`config.mk`:
```
export PLATFORM = sky130hd
export DESIGN_NAME = seq_mul_add_reconstructor
export DESIGN_NICKNAME = d
export VERILOG_FILES = /design/src/rtl/divrec_pkg.sv /design/src/rtl/seq_mul_add_reconstructor_datapath.sv /design/src/rtl/seq_mul_add_reconstructor.sv
export SDC_FILE = /design/constraint.sdc
export NUM_CORES = 1
export LEC_CHECK = 0
export ABC_AREA = 1
export BUFFER_PORTS_ARGS = -buffer_cell sky130_fd_sc_hd__buf_2
export CAP_MARGIN = 40
export CORE_MARGIN = 5
export CORE_UTILIZATION = 34
export DETAILED_ROUTE_END_ITERATION = 8
export PLACE_DENSITY = 0.6
export SLEW_MARGIN = 20
export SYNTH_ARGS = -nofsm -noshare
export SYNTH_HDL_FRONTEND = slang
export SYNTH_SLANG_ARGS = --single-unit
export TNS_END_PERCENT = 1
```
`constraint.sdc`:
```
create_clock -name clk -period 1.76 [get_ports clk]
set_clock_uncertainty 0.05 [all_clocks]
set_input_delay 0.264 -clock clk [delete_from_list [all_inputs] [get_ports clk]]
set_output_delay 0.264 -clock clk [all_outputs]
set_load 0.01 [all_outputs]
```
`src/rtl/divrec_pkg.sv`:
```
// Shared encodings and sizing helpers for the divider and its reconstructor.
package divrec_pkg;
    typedef logic [1:0] state_t;

    localparam state_t IDLE = 2'd0;
    localparam state_t RUN  = 2'd1;
    localparam state_t DONE = 2'd2;

    localparam int N_DEF = 4;
    localparam int CNT_W = $clog2(N_DEF);

    // Counter width for an arbitrary operand width; never narrower than one bit.
    function automatic int cnt_w(input int n);
        return (n < 2) ? 1 : $clog2(n);
    endfunction
endpackage

```
`src/rtl/seq_mul_add_reconstructor_datapath.sv`:
```
// Shift-add datapath: acc accumulates the shifted multiplicand for each set
// multiplier bit, starting from the addend.
module shift_add_datapath #(
    parameter int N = 4
) (
    input  logic           clk,
    input  logic           rst_n,
    input  logic           load,
    input  logic           step,
    input  logic [N-1:0]   mplier_in,
    input  logic [N-1:0]   mcand_in,
    input  logic [N-1:0]   addend,
    output logic [2*N-1:0] acc
);
    logic [2*N-1:0] mcand;
    logic [N-1:0]   mplier;

    // 2N bits cover (2^N-1)^2 + 2^N-1, so the sum never wraps.
    always_ff @(posedge clk or negedge rst_n) begin
        if (!rst_n) begin
            acc    <= '0;
            mcand  <= '0;
            mplier <= '0;
        end else if (load) begin
            acc    <= {{N{1'b0}}, addend};
            mcand  <= {{N{1'b0}}, mcand_in};
            mplier <= mplier_in;
        end else if (step) begin
            if (mplier[0])
                acc <= acc + mcand;
            mcand  <= mcand << 1;
            mplier <= mplier >> 1;
        end
    end
endmodule

```
`src/rtl/seq_mul_add_reconstructor.sv`:
```
// Rebuilds dividend = quotient*divisor + remainder over N shift-add steps.
// Optional REM_CHECK_EN adds rem_err flagging remainder >= nonzero divisor.
module seq_mul_add_reconstructor
    import divrec_pkg::*;
#(
    parameter int N = 4
) (
    input  logic           clk,
    input  logic           rst_n,
    input  logic           start,
    input  logic [N-1:0]   quotient,
    input  logic [N-1:0]   divisor,
    input  logic [N-1:0]   remainder,
    output logic           busy,
    output logic           done,
    output logic [2*N-1:0] dividend
`ifdef REM_CHECK_EN
    ,
    output logic           rem_err
`endif
);
    localparam int CW = cnt_w(N);

    state_t         state, nxt;
    logic [CW-1:0]  count;
    logic           load, step, last;
    logic [2*N-1:0] acc;

    assign last = (count == CW'(N-1));

    always_ff @(posedge clk or negedge rst_n) begin
        if (!rst_n) state <= IDLE;
        else        state <= nxt;
    end

    always_comb begin
        nxt = state;
        case (state)
            IDLE:    if (start) nxt = RUN;
            RUN:     if (last)  nxt = DONE;
            DONE:    nxt = IDLE;
            default: nxt = IDLE;
        endcase
    end

    always_comb begin
        busy = (state == RUN);
        load = (state == IDLE) && start;
        step = (state == RUN);
    end

    always_ff @(posedge clk or negedge rst_n) begin
        if (!rst_n)    count <= '0;
        else if (load) count <= '0;
        else if (step) count <= count + 1'b1;
    end

    // Result is registered out of DONE, so done appears in the following IDLE cycle.
    always_ff @(posedge clk or negedge rst_n) begin
        if (!rst_n) begin
            done     <= 1'b0;
            dividend <= '0;
        end else begin
            done <= (state == DONE);
            if (state == DONE)
                dividend <= acc;
        end
    end

`ifdef REM_CHECK_EN
    logic rem_flag;

    always_ff @(posedge clk or negedge rst_n) begin
        if (!rst_n) begin
            rem_flag <= 1'b0;
            rem_err  <= 1'b0;
        end else begin
            if (load)
                rem_flag <= (divisor != '0) && (remainder >= divisor);
            if (state == DONE)
                rem_err <= rem_flag;
        end
    end
`endif

    shift_add_datapath #(.N(N)) u_dp (
        .clk       (clk),
        .rst_n     (rst_n),
        .load      (load),
        .step      (step),
        .mplier_in (quotient),
        .mcand_in  (divisor),
        .addend    (remainder),
        .acc       (acc)
    );
endmodule
```
**Yosys cells after proc, flatten, opt, wreduce, memory -nomap -nowiden**

Index checks and enable logic that the tools add are counted.

- Reduce and logical (&&, ||, !) cells: 6
- Mux-type cells: 12
- Add/sub/neg operators: 2
- Equality and inequality tests: 5

Operators by type and width:

| kind | count |
|---|---|
| 8-bit two-way mux | 5 |
| 8-bit adder | 1 |
| 2-bit two-way mux | 4 |
| 4-bit two-way mux | 2 |
| 2-bit == test, second input constant | 2 |
| 2-bit one-hot mux with 2 select lines | 1 |
| 2-bit AND reduction | 2 |
| 2-bit nonzero test | 2 |
| 2-bit by 1-bit adder with 2-bit output, second input constant | 1 |
| 2-bit by 1-bit == test with 1-bit output, second input constant | 1 |
| 2-bit logical NOT | 1 |
| 2-bit by 1-bit inequality test with 1-bit output, second input constant | 1 |
| 2-bit inequality test, second input constant | 1 |
| 1-bit logical AND | 1 |

- Flip-flop bits (word level): 33
- Input port bits: 15
- Logic and storage cells: 32

**Depth between registers and ports, before layout**

- Word-level depth: 4
- Mapped depth: 11
- Gate-level depth less buffers: 11

**Hierarchy**

A second synthesis with hierarchy kept.

- Cells, all modules: 203
- Area, all modules: 1686.6 um^2

By module, submodules not included:

| module | cells an instance | seq. area each (um^2) | times used | area each (um^2) |
|---|---|---|---|---|
| shift_add_datapath | 147 | 500.5 | 1 | 1169.9 |
| seq_mul_add_reconstructor | 56 | 325.3 | 1 | 516.7 |

**Least setup slack after synthesis**

No wires, ideal clock.

- Kind: register to register
- From: register u_dp.acc[0]
- To: register u_dp.acc[6]
- Clock period less this slack: 1.516 ns
- Setup time: 0.117 ns
- Slack: 0.244 ns
- Cell stages (with the launch flop): 12
- Data required time: 1.593 ns
- Data arrival time: 1.349 ns
- Path through: dfrtp_1 -> ha_1 -> inv_1 -> fa_1 -> inv_1 -> nand2_1 -> nand2_1 -> nand3b_1 -> nand2_1 -> nand2_1 -> nand3_1 -> nand2_1

- Word-level cells in the longest chain between the ends: 4

Ends and longest elaborated chain:

| item | line | text |
|---|---|---|
| start: declaration | seq_mul_add_reconstructor_datapath.sv:13 | `output logic [2*N-1:0] acc` |
| start signal: assignment | seq_mul_add_reconstructor_datapath.sv:25 | `acc <= {{N{1'b0}}, addend};` |
| start signal: assignment | seq_mul_add_reconstructor_datapath.sv:30 | `acc <= acc + mcand;` |
| 8-bit adder | seq_mul_add_reconstructor_datapath.sv:30 |  |
| 8-bit two-way mux | seq_mul_add_reconstructor_datapath.sv:29 | `if (mplier[0])` |
| 8-bit two-way mux | seq_mul_add_reconstructor_datapath.sv:28 | `end else if (step) begin` |
| 8-bit two-way mux | seq_mul_add_reconstructor_datapath.sv:24 | `end else if (load) begin` |

No other way between the ends. The select of a mux whose other input is x is not followed.
A chain may end at the register's enable or synchronous reset.

**Final worst setup path**

- From: register u_dp.mcand[0]
- To: register u_dp.acc[6]

- Word-level cells in the longest chain between the ends: 4

Ends and longest elaborated chain:

| item | line | text |
|---|---|---|
| start: declaration | seq_mul_add_reconstructor_datapath.sv:15 | `logic [2*N-1:0] mcand;` |
| start signal: assignment | seq_mul_add_reconstructor_datapath.sv:26 | `mcand <= {{N{1'b0}}, mcand_in};` |
| start signal: assignment | seq_mul_add_reconstructor_datapath.sv:31 | `mcand <= mcand << 1;` |
| 8-bit adder | seq_mul_add_reconstructor_datapath.sv:30 |  |
| 8-bit two-way mux | seq_mul_add_reconstructor_datapath.sv:29 |  |
| 8-bit two-way mux | seq_mul_add_reconstructor_datapath.sv:28 |  |
| 8-bit two-way mux | seq_mul_add_reconstructor_datapath.sv:24 |  |

No other way between the ends. The select of a mux whose other input is x is not followed.

==> key figures <==
Yosys
  • Syn Nets: 215
  • Mapped Area: 1680 µm²
  • Cells after Synth: 191
  • Netlist cell types: 27
  • Flops & latches, synth: 33
  • Avg Synthesized Cell Area: 8.82 µm²
  • Seq/Total Area, Yosys: 0.490
  • Yosys warns: 0

STA
  • Final Setup Violations: 0
  • Least-Margin Pin Slew: 0.361 ns
  • Fin crit period: 1.64 ns
  • Hold WS: 0.140 ns
  • TNS Setup: 0 ns
  • Max Fclk: 612 MHz
  • Final period util: 0.929
  • Slew Limit Headroom: 0.759
  • Hold Fails Final Rpt: 0
  • Max Slew Vio Count: 0
  • RSZ-0062 raised after global routing: false

Global routing
  • Grt total ovfl: 0
  • Met2 usage: 0.184
  • Antenna violations before repair: 0
  • GRT Max-Usage Layer: met2
  • Gr usage total: 0.118
  • GR Util met3: 0.0336
  • First-pass GRT wire length: 5.83 mm
  • Vias in the first global route: 1287
  • Met1 Use GR: 0.153
  • Largest net degree at the start of global routing: 34

CTS
  • Htree depth: 2
  • CTS tree: built
  • Root buffer cell: clkbuf_8
  • CTS buffer count: 5
  • CTS clk-pin slew, worst paths: 0.06 ns
  • Clk buf depth: 2
  • Clk_lat worst skew: 0.28 ns
  • CTS sink cnt: 33

Floorplanning
  • # rows: 25
  • Die area: 6460 µm²
  • Initial core utilization: 0.354
  • Die H: 80.4 µm
  • # IOs: 25
  • Core Footprint: 4750 µm²
  • Die width: 80.4 µm

Critical path
  • Max FO, Critical Path: 3
  • WP data arrival: 1.76 ns
  • CP Capture Type: flop
  • Kind of critical path: reg -> reg
  • Crit path required time: 1.89 ns
  • Setup crit start kind: flop

Cells and area
  • Commonest non-fill, non-tap cells in the layout: nand2_1, dfrtp_1, inv_1, buf_2, nand3_1
  • Layout area overhead: 18.1%
  • Fillers: 505
  • Leading cell type in the layout, fill and taps excluded: nand2_1
  • Layout cell share with drive strength beyond 1: 0.217
  • Nets: 245
  • Final core occ: 0.418
  • ANT cells: 0

Power and ir drop
  • Total Power: 3.48 mW
  • Sequential power share: 0.361
  • Leakage: 1.04 nW
  • Int Power: 2.03 mW
  • PD cells: 1750 nW/µm²
  • Max VDD drop: 710 µV
  • Comb pwr share: 0.476
  • Clock power share: 0.163
  • Sw Ratio: 0.418
  • NetSw: 1.45 mW

Routing
  • Routed WL per cell: 11.5 µm
  • Final WL: 3.31 mm
  • Drt via density: 4.53
  • Post-detailed-route count of antenna-violating nets: 0
  • Starting DRC count in detailed routing: 48
  • Drt first pass iters: 4
  • Vias post-DR: 1304
  • DRC: 0

Place
  • GPL Wtd Cong: 0.847
  • Port bufs: 24
  • Final HPWL from detailed placement: 2.45 mm

Run status
  • Status: completed

Run
  • Max Cap Violations: 0

Min path
  • HP Class: in -> reg
cells by family after synthesis:
group,after synthesis,share of synthesized area
fa+ha+maj,9,0.0713
buf+inv,33,0.0825
compound gates,30,0.109
flops,33,0.490
xor+xnor,1,0.00520
simple gates,85,0.241
area by class of cell:
type	count	area (µm²)	area share
well taps	67	83.8	0.0422
clock buffers	7	86.3	0.0434
multi-input cells	125	724	0.364
inverters	30	118	0.0592
flip-flops and latches	33	826	0.415
repair buffers	26	150	0.0755
critical path, cell delays in order, from the launching register on:
cell,delay (ns)
dfrtp_1,0.36
ha_2,0.18
inv_1,0.05
fa_1,0.36
inv_1,0.08
nand2_1,0.07
nand2_2,0.08
nand3b_1,0.09
nand2_1,0.07
nand2_1,0.04
nand3_1,0.06
nand2_1,0.04
per-layer routing:
layer / vias to the layer above / routed length (µm)
li1: 679 / -
met4: 0 / 37
met5: - / 0
met3: 4 / 132
met2: 25 / 1450
met1: 596 / 1680
Yosys cell counts (all sizes together):
master  instances  area (µm²)
nand2          59         248
nor2            8        45.0
o21ai          12        60.1
nand3b          3        22.5
o21bai          1        7.51
or2             3        18.8
o211ai          3        22.5
a22o            2        17.5
nand3          12        72.6
o221ai          3        26.3
fa              1        20.0
ha              8         100
xor2            1        8.76
buf             3        21.3
inv            30         118
dfrtp          33         826
a21oi           5        25.0
o22ai           4        25.0
per-stage QoR:
| step | std cells | setup WS (ns) | area [µm²] |
|---|---|---|---|
| after floorplan | 191 | 0.244 | 1680 |
| after global placement | 280 | 0.164 | 1890 |
| after detailed placement | 280 | 0.126 | 1890 |
| after CTS | 288 | 0.119 | 1980 |
| after global routing | 288 | 0.00405 | 1990 |
| final | 288 | 0.125 | 1990 |
timing repair:
action,in CTS,in global routing
hold buffers,1,0
hold endpoints to repair,33,0
gates resized for setup,0,2
setup endpoints to repair,0,1
buffers inserted,0,0
worst paths after layout:
kind	startpoint	endpoint	slack [ns]	cells after the start
setup / recovery	u_dp.mcand[0]	u_dp.acc[6]	0.12	11
min in group asynchronous	rst_n	count[1]	0.41	3
hold / removal	divisor[0]	u_dp.mcand[0]	0.14	3
max in group asynchronous	rst_n	u_dp.mcand[2]	1.07	3
setup reg to reg	u_dp.mcand[0]	u_dp.acc[6]	0.12	11
hold reg to reg	dividend[4]	dividend[4]	0.41	2
power by group through the flow:
stage | combinational, mW | clock (mW) | sequential [mW]
after floorplan | 1.26 | 0 | 1.27
after global placement | 1.65 | 0 | 1.27
after detailed placement | 1.66 | 0 | 1.27
after CTS | 1.68 | 0.588 | 1.26
after global routing | 1.92 | 0.618 | 1.30
final | 1.66 | 0.568 | 1.26
state kept, by name, summed over array words and instances, names as in the netlist:
| signal | cells |
|---|---|
| done | 1 |
| count | 2 |
| u_dp.acc | 8 |
| u_dp.mplier | 4 |
| dividend | 8 |
| u_dp.mcand | 8 |
| state | 2 |
No activity file was read; power rests on OpenSTA's default activity.
